==> config.mk <==
export PLATFORM = sky130hd
export DESIGN_NAME = key_input_flat
export DESIGN_NICKNAME = d
export VERILOG_FILES = /design/src/rtl/key_input_pkg.sv /design/src/rtl/key_input_if.sv /design/src/rtl/key_input_debounce.sv /design/src/rtl/key_input.sv /design/src/flat_wrapper.sv
export SDC_FILE = /design/constraint.sdc
export NUM_CORES = 1
export LEC_CHECK = 0
export BUFFER_PORTS_ARGS = -buffer_cell sky130_fd_sc_hd__buf_2
export CAP_MARGIN = 40
export CORE_ASPECT_RATIO = 1.75
export CORE_MARGIN = 1
export CORE_UTILIZATION = 60
export DETAILED_ROUTE_END_ITERATION = 7
export PLACE_DENSITY = 0.79
export SLEW_MARGIN = 20
export SYNTH_ARGS = -nofsm -noshare
export SYNTH_HDL_FRONTEND = slang
export SYNTH_SLANG_ARGS = --single-unit
==> constraint.sdc <==
create_clock -name clk -period 6.1 [get_ports clk]
set_clock_uncertainty 0.1 [all_clocks]
set_input_delay 0 -clock clk [delete_from_list [all_inputs] [get_ports clk]]
set_output_delay 0 -clock clk [all_outputs]
set_load 0.01 [all_outputs]
==> src/rtl/key_input_pkg.sv <==
// ============================================================================
// Module      : key_input_pkg
// Description : Register offsets and bit positions for the key/switch input
//               peripheral.
// Revision    : 1.0 - initial release
// ============================================================================
`default_nettype none

package key_input_pkg;

  localparam logic [1:0] KEY_LEVEL = 2'd0;
  localparam logic [1:0] KEY_EDGE  = 2'd1;
  localparam logic [1:0] KEY_CTRL  = 2'd2;
  localparam logic [1:0] KEY_RSVD  = 2'd3;

  localparam int SW_LSB = 16;

endpackage

`default_nettype wire

==> src/rtl/key_input_if.sv <==
// ============================================================================
// Module      : key_input_if
// Description : CPU data-bus window of the key/switch input peripheral.
// Revision    : 1.0 - initial release
// ============================================================================
`default_nettype none

interface key_input_if;

  logic [1:0]  Address;
  logic        MemRead;
  logic        MemWrite;
  logic [31:0] Write_data;
  logic [31:0] Read_data;
  logic        irq;

  modport master (
    output Address, MemRead, MemWrite, Write_data,
    input  Read_data, irq
  );

  modport slave (
    input  Address, MemRead, MemWrite, Write_data,
    output Read_data, irq
  );

endinterface

`default_nettype wire

==> src/rtl/key_input_debounce.sv <==
// ============================================================================
// Module      : key_debounce
// Description : One-bit 2-flop synchroniser followed by a stable-count
//               debouncer.
// Revision    : 1.0 - initial release
// ============================================================================
`default_nettype none

module key_debounce #(
  parameter int unsigned DEB_CYCLES = 500000
) (
  input  wire logic clk,
  input  wire logic reset,
  input  wire logic i_raw,
  output logic      o_deb
);

  localparam int              CW     = (DEB_CYCLES > 1) ? $clog2(DEB_CYCLES) : 1;
  localparam logic [CW-1:0]   C_LAST = CW'(DEB_CYCLES - 1);

  logic          r_meta;
  logic          r_sync;
  logic          r_deb;
  logic [CW-1:0] r_cnt;

  // The counter only runs while the synced input disagrees with the output.
  always_ff @(posedge clk) begin
    if (!reset) begin
      r_meta <= 1'b0;
      r_sync <= 1'b0;
      r_deb  <= 1'b0;
      r_cnt  <= '0;
    end else begin
      r_meta <= i_raw;
      r_sync <= r_meta;
      if (r_sync == r_deb) begin
        r_cnt <= '0;
      end else if (r_cnt == C_LAST) begin
        r_deb <= r_sync;
        r_cnt <= '0;
      end else begin
        r_cnt <= r_cnt + CW'(1);
      end
    end
  end

  assign o_deb = r_deb;

endmodule

`default_nettype wire

==> src/rtl/key_input.sv <==
// ============================================================================
// Module      : key_input
// Description : Memory-mapped push-button / slide-switch input peripheral with
//               sticky press flags and a maskable interrupt.
// Revision    : 1.0 - initial release
// ============================================================================
`default_nettype none

module key_input
  import key_input_pkg::*;
#(
  parameter int          NKEYS      = 4,
  parameter int          NSW        = 8,
  parameter int unsigned DEB_CYCLES = 500000
) (
  input  wire logic             clk,
  input  wire logic             reset,
  input  wire logic [NKEYS-1:0] keys_raw,
  input  wire logic [NSW-1:0]   sw_raw,
  key_input_if.slave            bus
);

  logic [NKEYS-1:0] w_key_deb;
  logic [NSW-1:0]   w_sw_deb;
  logic [NKEYS-1:0] w_press;
  logic [NKEYS-1:0] w_clr;
  logic             w_wr_ctrl;
  logic [31:0]      w_rd;
  logic             w_unused;

  logic [NKEYS-1:0] r_key_prev;
  logic [NKEYS-1:0] r_edge;
  logic [NKEYS-1:0] r_ie;
  logic             r_irq;

  generate
    for (genvar i = 0; i < NKEYS; i++) begin : g_key
      key_debounce #(.DEB_CYCLES(DEB_CYCLES)) u_deb (
        .clk   (clk),
        .reset (reset),
        .i_raw (keys_raw[i]),
        .o_deb (w_key_deb[i])
      );
    end
    for (genvar j = 0; j < NSW; j++) begin : g_sw
      key_debounce #(.DEB_CYCLES(DEB_CYCLES)) u_deb (
        .clk   (clk),
        .reset (reset),
        .i_raw (sw_raw[j]),
        .o_deb (w_sw_deb[j])
      );
    end
  endgenerate

  assign w_press   = w_key_deb & ~r_key_prev;
  assign w_clr     = (bus.MemWrite && bus.Address == KEY_EDGE) ? bus.Write_data[NKEYS-1:0] : '0;
  assign w_wr_ctrl = bus.MemWrite && (bus.Address == KEY_CTRL);

  // Press is OR-ed after the clear so a same-cycle W1C never drops a press.
  always_ff @(posedge clk) begin
    if (!reset) begin
      r_key_prev <= '0;
      r_edge     <= '0;
      r_ie       <= '0;
      r_irq      <= 1'b0;
    end else begin
      r_key_prev <= w_key_deb;
      r_edge     <= (r_edge & ~w_clr) | w_press;
      if (w_wr_ctrl) begin
        r_ie <= bus.Write_data[NKEYS-1:0];
      end
      r_irq      <= |(r_edge & r_ie);
    end
  end

  always_comb begin
    w_rd = '0;
    if (reset) begin
      case (bus.Address)
        KEY_LEVEL: begin
          w_rd[NKEYS-1:0]     = w_key_deb;
          w_rd[SW_LSB +: NSW] = w_sw_deb;
        end
        KEY_EDGE: w_rd[NKEYS-1:0] = r_edge;
        KEY_CTRL: w_rd[NKEYS-1:0] = r_ie;
        default:  w_rd = '0;
      endcase
    end
  end

  assign bus.Read_data = w_rd;
  assign bus.irq       = r_irq;

  // Loads have no side effects, and store bits above the key field are ignored.
  assign w_unused = ^{bus.MemRead, bus.Write_data};

endmodule

`default_nettype wire

==> src/flat_wrapper.sv <==
// flat-port wrapper written by rule: the top's interface ports become plain ports
module key_input_flat import key_input_pkg::*;
#(
  parameter int          NKEYS      = 4,
  parameter int          NSW        = 8,
  parameter int unsigned DEB_CYCLES = 500000
)
  (clk, reset, keys_raw, sw_raw, bus_Address, bus_MemRead, bus_MemWrite, bus_Write_data, bus_Read_data, bus_irq);
  key_input_if bus_i ();
  input  wire logic clk;
  input  wire logic reset;
  input  wire logic [NKEYS-1:0] keys_raw;
  input  wire logic [NSW-1:0] sw_raw;
  input wire logic [$bits(bus_i.Address)-1:0] bus_Address;
  input wire logic [$bits(bus_i.MemRead)-1:0] bus_MemRead;
  input wire logic [$bits(bus_i.MemWrite)-1:0] bus_MemWrite;
  input wire logic [$bits(bus_i.Write_data)-1:0] bus_Write_data;
  output wire logic [$bits(bus_i.Read_data)-1:0] bus_Read_data;
  output wire logic [$bits(bus_i.irq)-1:0] bus_irq;
  assign bus_i.Address = bus_Address;
  assign bus_i.MemRead = bus_MemRead;
  assign bus_i.MemWrite = bus_MemWrite;
  assign bus_i.Write_data = bus_Write_data;
  assign bus_Read_data = bus_i.Read_data;
  assign bus_irq = bus_i.irq;
  key_input #(.NKEYS(NKEYS), .NSW(NSW), .DEB_CYCLES(DEB_CYCLES)) u_core (.clk(clk), .reset(reset), .keys_raw(keys_raw), .sw_raw(sw_raw), .bus(bus_i));
endmodule
==> implementation parameters, run 1 <==
Parameter                              Value

Run status
  Run status ... finished clean

Clock network
  CTS sink cnt ... 277
  TritonCTS clock tree ... done
  Maximum level of the CTS H-tree ... 1
  Deepest clock path buffer count ... 3
  Clk Latency, worst-skew pair ... 0.51 ns
  Post-CTS setup repair buffer count ... 0
  Cts repair resizes ... 0
  Clock transition at the register clock pins on the worst setup and hold paths after CTS ... 0.07 ns
  TritonCTS Buffers ... 25
  CTS root buf ... clkbuf_16

Placement
  Post-detail-place hpwl ... 16.0 mm
  Number of I/O port buffers ... 33
  Total placed cells including tap cells ... 1624
  GPL Wtd Cong ... 0.840

Floorplanning
  Number of rows in the core area ... 68
  Die width ... 110 um
  Initial Utilization ... 0.614
  I/O pin count ... 83
  Die area ... 20900 sq um
  Placeable core region ... 19800 sq um
  Height of the chip ... 190 um

Synth
  Cell count after synthesis ... 1391
  Top cell type's share of synthesized area ... 0.455
  Proportion of synthesized chip area in sequential cells ... 0.455
  Cell taking the most area after synthesis ... dfxtp_1
  Cell area after technology mapping ... 12200 sq um
  Fraction of synthesis flops using an asynchronous set or reset pin ... 0
  Number of distinct library cells after synthesis ... 52
  Most used flip-flop cell after synthesis ... dfxtp_1
  Number of enable flip-flop cells after synthesis ... 0
  Yosys warns ... 0
  Per-instance average area after synthesis ... 8.75 sq um
  Top cells by area in the synthesized netlist ... dfxtp_1, xor2_1, nor2_1, xnor2_1, nand3_1
  Yosys reg bits ... 277

Setup path
  Longest individual stage delay on the worst path ... 0.63 ns
  Type of the worst setup path ... flop to flop
  Slowest cell on the critical path ... o21bai_2
  Cell-by-cell trace of the critical path ... ha_1, nand4_1, or3_1, o21bai_2, nor2_1
  Critical path data required time ... 6.37 ns
  Category of the worst setup path capture point ... flop
  Type of element launching the critical path ... flop
  CP Data Arrival Time ... 2.73 ns
  Highest net fanout along the worst path ... 17

Routing
  Total Wirelength ... 23.8 mm
  Routed Antenna Nets ... 0
  Length of the first detailed-routing pass in iterations ... 5
  Remaining design rule violation count ... 0
  Vias ... 9802
  Avg WL per Cell ... 14.0 um
  Iteration-0 DRC count of the detailed router ... 489
  Post-detailed-route via-to-cell ratio ... 5.77

STA
  Hold violation count in the final report ... 0
  Unrepaired setup endpoints after global routing ... false
  Final number of max-transition violations ... 0
  Fmax ... 0.405 GHz
  Min Tclk post-route ... 2.47 ns
  Setup TNS Final ... 0 ns
  Number of endpoints failing setup at the final stage ... 0
  Slew of the pin with the lowest slew margin ... 0.775 ns
  Final worst-path cycle share ... 0.404
  Max_slew headroom ... 0.483

GRT
  Global routing usage on met2 ... 0.457
  Initial antenna violation count ... 1
  Met3 GRT Util ... 0.0335
  Overflow left after global routing ... 0
  Highest-utilization routing layer at the global route stage ... met2
  Total routing resource utilization after global routing ... 0.231
  Vias in the first global route ... 9573
  Global-route track usage on met1 ... 0.237
  Largest net degree at the start of global routing ... 51
  Wire length of the first global-routing pass ... 40.2 mm

Pwr
  Peak ir drop on the vdd network ... 360 uV
  Static power due to leakage ... 4.46 nW
  Power per standard cell area ... 258 nW/um^2
  Total power after layout ... 3.51 mW

Layout
  Fraction of layout cells with a size suffix above 1 ... 0.0742
  Most frequent standard cell in the layout excluding fill and tap cells ... dfxtp_1
  # diodes ... 0
  Total number of nets in the final design ... 1499
  Final standard cell count with taps included and fillers excluded ... 1700
  Signed area change from the synthesized netlist to the final layout ... 11.5%
  Fillers ... 1618
  Highest-count cells in the layout ignoring fill and taps ... dfxtp_1, nor2_1, xor2_1, nand3_1, nand2_1

Run
  Max-cap viol count ... 0

Worst hold path
  Hold Crit Class ... primary input to flop
-- metrics by stage --
stage | setup WS, ns | cell area [sq um] | util | hold slack (ns)
global route | 3.43 | 13600 | 0.684 | 0.0338
CTS | 3.38 | 13600 | 0.684 | 0.00139
floorplan | 4.11 | 12200 | - | 0.0273
finish | 3.63 | 13600 | 0.684 | 0.0264
detailed placement | 3.66 | 12400 | 0.626 | 0.109
global placement | 3.58 | 12400 | 0.625 | 0.105
-- layout make-up --
| type | count | area [sq um] | area share |
|---|---|---|---|
| inverters | 36 | 135 | 0.00996 |
| multi-input cells | 1031 | 6240 | 0.460 |
| clock buffers | 31 | 658 | 0.0485 |
| clock inverters | 14 | 184 | 0.0136 |
| flip-flops and latches | 277 | 5550 | 0.409 |
| repair buffers | 66 | 495 | 0.0365 |
| well taps | 245 | 307 | 0.0226 |
-- state kept, by name (all words and copies together), names as in the netlist --
signal / flops
u_core.bus.irq: 1
u_core.g_key.u_deb.o_deb: 4
u_core.g_key.u_deb.r_cnt: 76
u_core.g_key.u_deb.r_meta: 4
u_core.g_key.u_deb.r_sync: 4
u_core.g_sw.u_deb.o_deb: 8
u_core.g_sw.u_deb.r_cnt: 152
u_core.g_sw.u_deb.r_meta: 8
u_core.g_sw.u_deb.r_sync: 8
u_core.r_edge: 4
u_core.r_ie: 4
u_core.r_key_prev: 4
-- worst max-delay path: cells and delay by family, from the launching register on --
kind,cells,cell delay [ns]
AND/OR/NAND/NOR,3,0.98
adder cells (fa/ha/maj),1,0.25
AO/OA/AOI/OAI,1,0.63
flip-flops,1,0.36
-- cell usage after synthesis (3+ instances only) --
library cell	number
o31ai_1	21
nand4_1	59
nor2_1	192
or3_1	45
or2_2	9
a21o_1	3
and3_1	17
nor4bb_1	5
ha_1	12
xor2_1	105
nor2b_1	6
nor4_1	26
clkbuf_1	36
nor3_1	15
mux2i_1	5
a21oi_1	79
nand2_1	85
buf_2	9
and2_1	45
inv_1	36
and4_1	31
o21ai_0	41
o21a_1	6
or4b_2	5
buf_4	20
or4_1	23
nor4b_1	9
dfxtp_1	277
o21bai_2	3
nand3_1	86
xnor2_1	52
-- where the power goes --
group	leakage [nW]	internal, mW	switching (mW)
Sequential	2.24	1.82	0.00597
Combinational	1.82	0.0282	0.0406
Clock	0.402	0.940	0.675
-- repair_timing --
action,in CTS,in global routing
hold endpoints to repair,34,0
setup endpoints to repair,0,0
hold buffers,30,0
-- logic make-up (layout without fill, tap and decap cells) --
family                   Yosys count  in the layout  share of synthesized area
adder cells (fa/ha/maj)           12             12                     0.0123
AND/OR/NAND/NOR                  670            670                      0.294
other                              1             20                   0.000308
AO/OA/AOI/OAI                    167            167                     0.0819
XOR/XNOR                         157            157                      0.113
buffers and inverters            102            147                     0.0392
multiplexers                       5              5                    0.00411
flip-flops                       277            277                      0.455
-- final timing paths --
path	startpoint	end	slack [ns]	cells past startpoint
setup / recovery	u_core.g_key[0].u_deb.r_cnt[0]	u_core.g_key[0].u_deb.r_cnt[6]	3.63	5
setup reg to reg	u_core.g_key[0].u_deb.r_cnt[0]	u_core.g_key[0].u_deb.r_cnt[6]	3.63	5
hold / removal	bus_Address[0]	u_core.r_edge[1]	0.03	5
hold reg to reg	u_core.g_sw[0].u_deb.r_meta	u_core.g_sw[0].u_deb.r_sync	0.33	1
-- routing by layer --
metal  wire length [um]  vias up
li1                   -     4916
met1               9440     4683
met2              12900      157
met3                942       46
met4                531        0
met5                  0        -
(Power assumes the default switching activity.)
==> run 2, diff against run 1 <==
Clock period 6.1 ns to 2.3 ns, I/O delays scaled along.
==> implementation parameters, run 2 (synthesized netlist as in run 1, its figures left out) <==
Parameter                              Value

Run status
  Run status ... finished clean

Placement
  Number of I/O port buffers ... 33
  Dpl cell area ... 12600 sq um
  GPL Wtd Cong ... 0.870
  Post-detail-place hpwl ... 16.3 mm
  Total placed cells including tap cells ... 1644

Setup path
  CP Data Arrival Time ... 2.43 ns
  Bufs and invs on worst path ... 0
  Critical path data required time ... 2.59 ns
  Slowest cell on the critical path ... or4_1
  Type of the worst setup path ... flop to flop
  Highest net fanout along the worst path ... 17
  Reg2reg setup slack ... 0.16 ns
  Cell-by-cell trace of the critical path ... or4_1, or4_4, o21bai_4, nor2_1
  Top Family by Delay on Critical Path ... simple AND/OR/NAND/NOR gates
  Worst reg2reg path depth ... 4
  Category of the worst setup path capture point ... flop
  WP depth ... 4
  RR Endpoint ... u_core.g_sw[7].u_deb.r_cnt[8]
  Longest individual stage delay on the worst path ... 0.55 ns
  Launch point of the critical path ... u_core.g_sw[7].u_deb.r_cnt[7]
  Type of element launching the critical path ... flop
  Source of the worst register-to-register timing path ... u_core.g_sw[7].u_deb.r_cnt[7]
  End point of the critical path ... u_core.g_sw[7].u_deb.r_cnt[8]

Routing
  Iteration-0 DRC count of the detailed router ... 538
  Post-detailed-route via-to-cell ratio ... 5.77
  Total Wirelength ... 24.6 mm
  Routed Antenna Nets ... 0
  Length of the first detailed-routing pass in iterations ... 5
  Vias ... 9963
  Remaining design rule violation count ... 0
  Avg WL per Cell ... 14.2 um

Clock network
  CTS root buf ... clkbuf_16
  TritonCTS Buffers ... 25
  Maximum level of the CTS H-tree ... 1
  TritonCTS clock tree ... done
  Deepest clock path buffer count ... 3
  Clock transition at the register clock pins on the worst setup and hold paths after CTS ... 0.07 ns
  CTS sink cnt ... 277
  Clk Latency, worst-skew pair ... 0.51 ns

STA
  Hold violation count in the final report ... 0
  Fmax ... 0.468 GHz
  Setup TNS Final ... 0 ns
  Slew of the pin with the lowest slew margin ... 0.590 ns
  Unrepaired setup endpoints after global routing ... false
  Number of endpoints failing setup at the final stage ... 0
  Max_slew headroom ... 0.606
  Min Tclk post-route ... 2.14 ns
  Final number of max-transition violations ... 0
  Final worst-path cycle share ... 0.930

Layout
  Highest-count cells in the layout ignoring fill and taps ... dfxtp_1, nor2_1, xor2_1, nand3_1, nand2_1
  Most flops, register ... u_core.g_sw.u_deb.r_cnt
  Fraction of layout cells with a size suffix above 1 ... 0.0830
  # diodes ... 0
  Most frequent standard cell in the layout excluding fill and tap cells ... dfxtp_1
  Signed area change from the synthesized netlist to the final layout ... 13.3%
  Final Instance Area ... 13800 sq um
  Total number of nets in the final design ... 1526
  Number of flip-flops in the largest register ... 152
  Final standard cell count with taps included and fillers excluded ... 1727
  Registers with the highest flip-flop counts ... u_core.g_sw.u_deb.r_cnt x152, u_core.g_key.u_deb.r_cnt x76

Run
  Max-cap viol count ... 0

Worst hold path
  Hold Crit Class ... primary input to flop

Floorplanning
  Number of rows in the core area ... 68
  Height of the chip ... 190 um
  Placeable core region ... 19800 sq um
  Die area ... 20900 sq um
  I/O pin count ... 83
  Initial Utilization ... 0.614
  Die width ... 110 um

GRT
  Largest net degree at the start of global routing ... 39
  Overflow left after global routing ... 0
  Total routing resource utilization after global routing ... 0.239
  Initial antenna violation count ... 0
  Wire length of the first global-routing pass ... 41.4 mm
  Vias in the first global route ... 9649

Pwr
  Peak ir drop on the vdd network ... 833 uV
  Static power due to leakage ... 4.61 nW
  Power per standard cell area ... 679 nW/um^2
run 2: final cells by class:
type,instances,area (sq um)
inverter,36,135
clock inverter,6,105
clock buffer,39,748
tap,245,307
multi-input combinational,1031,6230
timing repair buffer,93,723
sequential,277,5550
fill,1547,6030
run 2: worst min path at each step:
stage,to,depth (start not counted),startpoint
2_1_floorplan,u_core.g_key[0].u_deb.r_meta,1,keys_raw[0]
3_3_place_gp,u_core.g_sw[5].u_deb.r_meta,2,sw_raw[5]
3_5_place_dp,u_core.g_key[0].u_deb.r_meta,2,keys_raw[0]
4_1_cts,u_core.r_edge[3],5,bus_Address[0]
5_1_grt,u_core.r_edge[2],5,bus_Address[0]
6_report,u_core.r_edge[0],5,bus_Address[0]
run 2: metrics by stage:
stage	util	setup slack, ns	power, mW	hold slack [ns]
floorplan	-	0.312	5.07	0.0273
global placement	0.633	0.197	5.10	0.109
detailed placement	0.633	0.176	5.10	0.109
CTS	0.696	0.166	9.43	0.0160
global route	0.696	0.0800	9.65	0.0558
finish	0.696	0.161	9.36	0.0373
run 2: worst register-to-register path, delay by kind of cell, from the launching register on:
family           cells  cell delay (ns)
AND/OR/NAND/NOR      3             1.20
flip-flops           1             0.34
AO/OA/AOI/OAI        1             0.37
run 2: timing repair:
| action | CTS | global route |
|---|---|---|
| resized for setup | 0 | 0 |
| hold buffers | 38 | 0 |
| setup buffers | 0 | 0 |
| hold endpoints to repair | 55 | 0 |
run 2: power breakdown:
part	total (mW)	internal, mW	switching (mW)
registers	4.84	4.82	0.0163
logic	0.205	0.0905	0.114
clock network	4.31	2.56	1.75
total	9.36	7.48	1.88
run 2: routing by layer:
metal | global-route usage | part of all wire
met1 | 0.245 | 0.39
met2 | 0.473 | 0.54
met3 | 0.0362 | 0.037
met4 | 0.0800 | 0.024
met5 | 0 | 0
